<file path="src/rtl/wb_regfile_pkg.sv">
// Shared constants and types for the write-back stage / general register file.
// Bus widths, enable levels and the in-flight result record used by M and W.
package wb_regfile_pkg;

  localparam int REG_NUM    = 32;
  localparam int REG_BUS_W  = 32;
  localparam int REG_ADDR_W = 5;

  localparam logic RST_ENABLE   = 1'b1;
  localparam logic WRITE_ENABLE = 1'b1;
  localparam logic READ_ENABLE  = 1'b1;

  localparam logic [REG_BUS_W-1:0]  ZERO_WORD    = '0;
  localparam logic [REG_ADDR_W-1:0] NOP_REG_ADDR = '0;

  typedef struct packed {
    logic [REG_ADDR_W-1:0] wd;
    logic                  wreg;
    logic [REG_BUS_W-1:0]  wdata;
  } wb_res_t;

  // A stage can supply an operand only for a real (non-zero) destination.
  function automatic logic res_hits(wb_res_t res, logic [REG_ADDR_W-1:0] addr);
    return (res.wreg == WRITE_ENABLE) && (res.wd == addr) && (addr != NOP_REG_ADDR);
  endfunction

endpackage

</file>
<file path="src/rtl/wb_regfile_array.sv">
// 32x32 register storage: synchronous clear, one write port, two combinational
// read ports with same-cycle write-through from the W stage.
module regfile_array
  import wb_regfile_pkg::*;
#(
  parameter int NREG = REG_NUM,
  parameter int DW   = REG_BUS_W,
  parameter int AW   = REG_ADDR_W
) (
  input  logic          clk,
  input  logic          rst,
  input  logic          we,
  input  logic [AW-1:0] waddr,
  input  logic [DW-1:0] wdata,
  input  logic          re1,
  input  logic [AW-1:0] raddr1,
  output logic [DW-1:0] rdata1,
  input  logic          re2,
  input  logic [AW-1:0] raddr2,
  output logic [DW-1:0] rdata2
);

  logic [DW-1:0] mem_reg [NREG];

  logic [1:0]         re_v;
  logic [1:0][AW-1:0] ra_v;
  logic [1:0][DW-1:0] rd_v;

  assign re_v   = {re2, re1};
  assign ra_v   = {raddr2, raddr1};
  assign rdata1 = rd_v[0];
  assign rdata2 = rd_v[1];

  always_ff @(posedge clk) begin
    if (rst == RST_ENABLE) begin
      for (int i = 0; i < NREG; i++) begin
        mem_reg[i] <= ZERO_WORD;
      end
    end else if ((we == WRITE_ENABLE) && (waddr != NOP_REG_ADDR)) begin
      mem_reg[waddr] <= wdata;
    end
  end

  generate
    for (genvar gi = 0; gi < 2; gi++) begin : g_rd
      assign rd_v[gi] =
        ((rst == RST_ENABLE) || (re_v[gi] != READ_ENABLE) || (ra_v[gi] == NOP_REG_ADDR)) ? ZERO_WORD :
        ((we == WRITE_ENABLE) && (waddr == ra_v[gi]))                                     ? wdata     :
                                                                                            mem_reg[ra_v[gi]];
    end
  endgenerate

endmodule

</file>
<file path="src/rtl/wb_regfile.sv">
// Write-back stage: carries EX results through M and W into the register file.
// Define WB_REGFILE_EX_FWD_EN to add EX and M forwarding on the read ports.
module wb_regfile
  import wb_regfile_pkg::*;
#(
  parameter int NREG = REG_NUM,
  parameter int DW   = REG_BUS_W,
  parameter int AW   = REG_ADDR_W
) (
  input  logic          clk,
  input  logic          rst,
  input  logic          stall_i,
  input  logic [AW-1:0] wd_i,
  input  logic          wreg_i,
  input  logic [DW-1:0] wdata_i,
  input  logic          re1_i,
  input  logic [AW-1:0] raddr1_i,
  output logic [DW-1:0] rdata1_o,
  input  logic          re2_i,
  input  logic [AW-1:0] raddr2_i,
  output logic [DW-1:0] rdata2_o,
  output logic          commit_o,
  output logic [AW-1:0] commit_addr_o,
  output logic [DW-1:0] commit_data_o
);

  wb_res_t ex_res;
  wb_res_t m_reg, m_next;
  wb_res_t w_reg, w_next;
  logic    w_commit;

  logic          commit_reg;
  logic [AW-1:0] commit_addr_reg;
  logic [DW-1:0] commit_data_reg;

  assign ex_res   = '{wd: wd_i, wreg: wreg_i, wdata: wdata_i};
  assign w_commit = (w_reg.wreg == WRITE_ENABLE) && (w_reg.wd != NOP_REG_ADDR);

  // A stall freezes M and lets a bubble into W; W itself always drains.
  always_comb begin
    m_next = m_reg;
    w_next = '0;
    if (!stall_i) begin
      m_next = ex_res;
      w_next = m_reg;
    end
  end

  always_ff @(posedge clk) begin
    if (rst == RST_ENABLE) begin
      m_reg           <= '0;
      w_reg           <= '0;
      commit_reg      <= 1'b0;
      commit_addr_reg <= '0;
      commit_data_reg <= '0;
    end else begin
      m_reg      <= m_next;
      w_reg      <= w_next;
      commit_reg <= w_commit;
      if (w_commit) begin
        commit_addr_reg <= w_reg.wd;
        commit_data_reg <= w_reg.wdata;
      end
    end
  end

  assign commit_o      = commit_reg;
  assign commit_addr_o = commit_addr_reg;
  assign commit_data_o = commit_data_reg;

  logic [DW-1:0] arr_rd1, arr_rd2;

  regfile_array #(
    .NREG(NREG),
    .DW  (DW),
    .AW  (AW)
  ) u_array (
    .clk   (clk),
    .rst   (rst),
    .we    (w_commit),
    .waddr (w_reg.wd),
    .wdata (w_reg.wdata),
    .re1   (re1_i),
    .raddr1(raddr1_i),
    .rdata1(arr_rd1),
    .re2   (re2_i),
    .raddr2(raddr2_i),
    .rdata2(arr_rd2)
  );

  logic [1:0]         re_v;
  logic [1:0][AW-1:0] ra_v;
  logic [1:0][DW-1:0] arr_v;
  logic [1:0][DW-1:0] rd_v;

  assign re_v     = {re2_i, re1_i};
  assign ra_v     = {raddr2_i, raddr1_i};
  assign arr_v    = {arr_rd2, arr_rd1};
  assign rdata1_o = rd_v[0];
  assign rdata2_o = rd_v[1];

`ifdef WB_REGFILE_EX_FWD_EN
  // Youngest producer first: EX input, then M; W and the array come from u_array.
  function automatic logic [DW-1:0] fwd_mux(logic r, logic re, logic [AW-1:0] addr,
                                            wb_res_t ex, wb_res_t m, logic [DW-1:0] base);
    if ((r == RST_ENABLE) || (re != READ_ENABLE) || (addr == NOP_REG_ADDR)) return ZERO_WORD;
    if (res_hits(ex, addr)) return ex.wdata;
    if (res_hits(m, addr))  return m.wdata;
    return base;
  endfunction
`endif

  generate
    for (genvar gi = 0; gi < 2; gi++) begin : g_port
`ifdef WB_REGFILE_EX_FWD_EN
      assign rd_v[gi] = fwd_mux(rst, re_v[gi], ra_v[gi], ex_res, m_reg, arr_v[gi]);
`else
      assign rd_v[gi] = arr_v[gi];
`endif
    end
  endgenerate

endmodule

</file>
<file path="config.mk">
export PLATFORM = sky130hd
export DESIGN_NAME = wb_regfile
export DESIGN_NICKNAME = d
export VERILOG_FILES = /design/src/rtl/wb_regfile_pkg.sv /design/src/rtl/wb_regfile_array.sv /design/src/rtl/wb_regfile.sv
export SDC_FILE = /design/constraint.sdc
export NUM_CORES = 2
export LEC_CHECK = 0
export ABC_AREA = 0
export CORE_MARGIN = 3
export CORE_UTILIZATION = 39
export DETAILED_ROUTE_END_ITERATION = 10
export GPL_TIMING_DRIVEN = 0
export PLACE_DENSITY = 0.63
export SLEW_MARGIN = 20
export SYNTH_ARGS = -nofsm -noshare
export SYNTH_HDL_FRONTEND = slang
export SYNTH_HIERARCHICAL = 1
export SYNTH_SLANG_ARGS = --single-unit
export TNS_END_PERCENT = 1
</file>
<file path="constraint.sdc">
create_clock -name clk -period 3.4 [get_ports clk]
set_clock_uncertainty 0.05 [all_clocks]
set_input_delay 0.34 -clock clk [delete_from_list [all_inputs] [get_ports clk]]
set_output_delay 0.34 -clock clk [all_outputs]
set_load 0.02 [all_outputs]
</file>
==> tab_implementation.tex <==
\begin{tabular}{lr}
\hline
Metric & Value \\
\hline
\multicolumn{2}{l}{\textbf{Outcome}} \\
Result of the run & finished, violations left \\
Violations in the final reports & setup timing \\
\multicolumn{2}{l}{\textbf{Timing}} \\
Final setup violation count & 991 \\
Max-slew headroom & 0.2527 \\
Setup repair after global routing missed its margin & yes \\
Final Slew Violations & 0 \\
Worst Setup Slack, final & -0.3651 ns \\
Worst-Margin Slew & 1.121 ns \\
Min cycle time layout & roughly 3.8 ns \\
Timing-limited maximum frequency & 0.2656 GHz \\
Number of hold-slack violations in the final timing report & 0 \\
Post-route fraction of the period consumed by the critical path & 1.107 \\
\multicolumn{2}{l}{\textbf{GRT}} \\
Via count of the first global-routing pass & roughly 41000 \\
Wire length of the first global-routing pass & 318600 µm \\
Antenna violations before repair & 15 \\
Global route total overflow & 0 \\
Largest net degree at the start of global routing & 33 \\
Total global-route track usage & 0.2912 \\
\multicolumn{2}{l}{\textbf{Detailed routing}} \\
Drt pass-1 iters & 6 \\
Remaining antenna violation count after routing & 0 \\
Total routed wirelength & 236200 µm \\
Via count of the routed design & approximately 43000 \\
Mean routed wirelength per cell & 35.24 µm \\
Initial drt markers & between 7000 and 8000 \\
DRC errors left & 0 \\
Vias per std cell & around 6.4 \\
\multicolumn{2}{l}{\textbf{Power and ir drop}} \\
Share of power burned in the clock network & 0.404 \\
Overall power consumption & around 33 mW \\
Part of the total power dissipated in sequential elements & 0.485 \\
Pwr dens & 479.0 nW/µm² \\
Total leakage power & roughly 24 nW \\
Max IR drop VDD & 442.4 µV \\
Cell-internal power & 24.63 mW \\
Switching share of total power & 0.2533 \\
Reported net switching power & 8.357 mW \\
Share of power burned in combinational logic & 0.111 \\
\multicolumn{2}{l}{\textbf{Logic synthesis}} \\
Cells after Synth & 4258 \\
Main flop type after synthesis & edfxtp\_1 \\
Number of distinct library cells after synthesis & 56 \\
Cell area after technology mapping & about 60000 µm² \\
Warnings, synthesis & 6 \\
Post-synthesis average cell area & between 10 and 15 µm² \\
Fraction of registers with async set or reset after synthesis & 0 \\
Sequential area share after synthesis & 0.5566 \\
Post-synth EDFFs & 1024 \\
Synthesized flop and latch total & 1138 \\
\multicolumn{2}{l}{\textbf{Layout}} \\
Most frequent standard cell in the layout excluding fill and tap cells & and2\_1 \\
Area Growth Syn to Fin & 16.03\% \\
Most frequent cells in the layout & and2\_1, edfxtp\_1, mux4\_2 \\
Nets@finish & 4634 \\
Number of fillers in the final layout & 13390 \\
Fraction of layout cells with a size suffix above 1 & 0.2244 \\
Final standard cell area without fillers & 68860 µm² \\
Max reg flops & a little over 1000 \\
\multicolumn{2}{l}{\textbf{Job}} \\
Max\_cap viols & 0 \\
\multicolumn{2}{l}{\textbf{CTS}} \\
Clock transition at the register clock pins on the worst setup and hold paths after CTS & 0.07 ns \\
Maximum clock path buffer count & 3 \\
TritonCTS clock tree & built \\
Number of sinks on the clock net & 1138 \\
Number of levels the H-tree was split into & 3 \\
Insertion delay to the later sink of the worst-skew pair & 0.75 ns \\
Buffer cell driving the clock tree root & clkbuf\_16 \\
Inserted Clock Buffers & 120 \\
\multicolumn{2}{l}{\textbf{Die}} \\
FP Rows & 142 \\
Initial Util & 0.3944 \\
Number of placed I/O pins & 155 \\
Floorplan die height & between 300 and 400 µm \\
Total die area & 156900 µm² \\
Floorplan die width & $\sim$400 µm \\
Core outline area & $\sim$150000 µm² \\
\multicolumn{2}{l}{\textbf{Worst hold path}} \\
Path class of the lowest-slack min-delay path & in -> reg \\
Min-Delay Path Depth & 3 \\
\multicolumn{2}{l}{\textbf{Critical path}} \\
Reg2Reg Depth & 7 \\
Critical Path Sink Type & register \\
Endpoint of the most critical register-to-register path & u\_array/mem\_reg[31][23]\$\_SDFFCE\_PN0P\_ \\
Logic depth of the worst path, buffers included & 7 \\
Setup crit start kind & register \\
Worst endpoint data arrival time & 4.09 ns \\
Beginning of the critical path & w\_reg[36]\$\_SDFF\_PP0\_ \\
Cell Chain, Critical Path & clkbuf\_16, inv\_6, a21oi\_4, nor2b\_1, nand3\_1, nor2\_2, or2\_2 \\
Destination of the critical timing path & u\_array/mem\_reg[31][23]\$\_SDFFCE\_PN0P\_ \\
Buffer and inverter count on the worst path & 2 \\
R2r setup slk & -0.37 ns \\
Highest fanout seen on the critical path & 16 \\
Critical Path RT & 3.73 ns \\
Cell with the largest stage delay on the worst path & or2\_2 \\
Reg-to-Reg Start & w\_reg[36]\$\_SDFF\_PP0\_ \\
Biggest cell delay along the critical path & 0.76 ns \\
Worst Path Class, Setup & reg -> reg \\
Top Family by Delay on Critical Path & simple AND/OR/NAND/NOR gates \\
\multicolumn{2}{l}{\textbf{Place}} \\
Estimated wirelength of the detail-placed design & 163200 µm \\
Cell area after placement & approximately 63000 µm² \\
Number of buffers added on ports & roughly 150 \\
Global placement routability congestion & approximately 1.0 \\
\hline
\end{tabular}
[per-layer routing]
layer,vias to the layer above,wire [µm],global-route usage
li1,17020,-,-
met1,21790,85210,0.3692
met2,3328,100400,0.4201
met3,743,32530,0.1051
met4,16,17860,0.1882
met5,-,230,0.003387
[synthesized netlist by cell type, types with 12 or more instances]
| library cell | n | area, µm² |
|---|---|---|
| a221o_1 | 31 | 310.3 |
| o311ai_1 | 13 | 113.9 |
| buf_4 | 18 | 135.1 |
| and2_1 | 1032 | 6456 |
| buf_2 | 71 | 355.3 |
| buf_6 | 13 | 146.4 |
| edfxtp_1 | 1024 | 30750 |
| mux2i_1 | 290 | 2903 |
| o21ai_0 | 34 | 170.2 |
| a22oi_1 | 63 | 473.0 |
| clkbuf_1 | 348 | 1306 |
| nand4_1 | 33 | 206.5 |
| a221oi_1 | 63 | 551.8 |
| a211oi_1 | 33 | 247.7 |
| o22ai_1 | 31 | 193.9 |
| a2111oi_0 | 18 | 157.7 |
| a22o_1 | 62 | 543.0 |
| nor2b_1 | 37 | 231.5 |
| buf_1 | 17 | 63.81 |
| nor2_1 | 77 | 289.0 |
| a2111oi_2 | 12 | 180.2 |
| dfxtp_1 | 114 | 2282 |
| a21oi_1 | 99 | 495.5 |
| or2_2 | 32 | 200.2 |
| nor3b_1 | 32 | 240.2 |
| o221ai_1 | 32 | 280.3 |
| mux4_2 | 387 | 8716 |
| o311ai_0 | 19 | 166.4 |
| a31oi_1 | 63 | 394.1 |
| nand2_1 | 107 | 401.6 |
[through the flow]
step	util	worst slack, ns	cells	TNS [ns]	hold slack, ns
3_3_place_gp	0.4216	-2.028	6451	-1591.43	0.3921
6_report	0.4576	-0.3651	6703	-151.95	0.1458
3_5_place_dp	0.4218	-1.771	6451	-1560.39	0.3952
4_1_cts	0.4542	-0.1811	6682	-36.21	0.1050
2_1_floorplan	-	0.7453	4289	0	0.3795
5_1_grt	0.4575	-0.2250	6696	-66.47	0.1307
[power by group through the flow]
stage                     Combinational [mW]  Sequential, mW  Clock [mW]
after floorplan                         2.02            16.1           0
final                                   3.65            16.0        13.3
after global routing                    3.72            16.0        14.0
after detailed placement                3.37            16.3           0
after CTS                               3.48            16.0        13.4
after global placement                  3.34            16.3           0
[cells by family after synthesis]
family                    Yosys count  synth area share
AOI/OAI and AO/OA                 580           0.07315
buffers and inverters             472           0.03413
muxes                             678            0.1960
other                               1        0.00006318
DFF                              1138            0.5566
and+or+nand+nor                  1379            0.1387
xor gates and xnor gates           10          0.001476
[cell type report]
type	instances	area, µm²	share of cell area
clock inverter	84	765.7	0.01112
multi-input combinational	2684	25240	0.3665
timing repair buffer	168	1515	0.02200
tap	2016	2522	0.03663
antenna	7	17.52	0.0002544
sequential	1138	33050	0.4799
buffer	464	2559	0.03716
clock buffer	137	3159	0.04588
inverter	5	35.03	0.0005087
[timing repair]
item,CTS,global route
endpoints found under the setup margin,2020,1445
pin swaps,26,16
cloned,2,5
buffers inserted,10,10
hold buffers,0,0
gates resized for setup,561,203
[worst register-to-register path, delay by kind of cell, from the launching register on]
family	cells	cell delay [ns]
AOI/OAI and AO/OA	1	0.29
buffers and inverters	2	0.23
DFF	1	0.40
and+or+nand+nor	4	2.42
[worst min-delay path by stage]
stage,startpoint,to
2_1_floorplan,m_reg[0]$_SDFFE_PP0N_,w_reg[0]$_SDFF_PP0_
3_3_place_gp,m_reg[35]$_SDFFE_PP0N_,w_reg[35]$_SDFF_PP0_
3_5_place_dp,m_reg[26]$_SDFFE_PP0N_,w_reg[26]$_SDFF_PP0_
4_1_cts,wd_i[2],m_reg[35]$_SDFFE_PP0N_
5_1_grt,wd_i[2],m_reg[35]$_SDFFE_PP0N_
6_report,wdata_i[9],m_reg[9]$_SDFFE_PP0N_
Power figures use the tool's default switching activity.
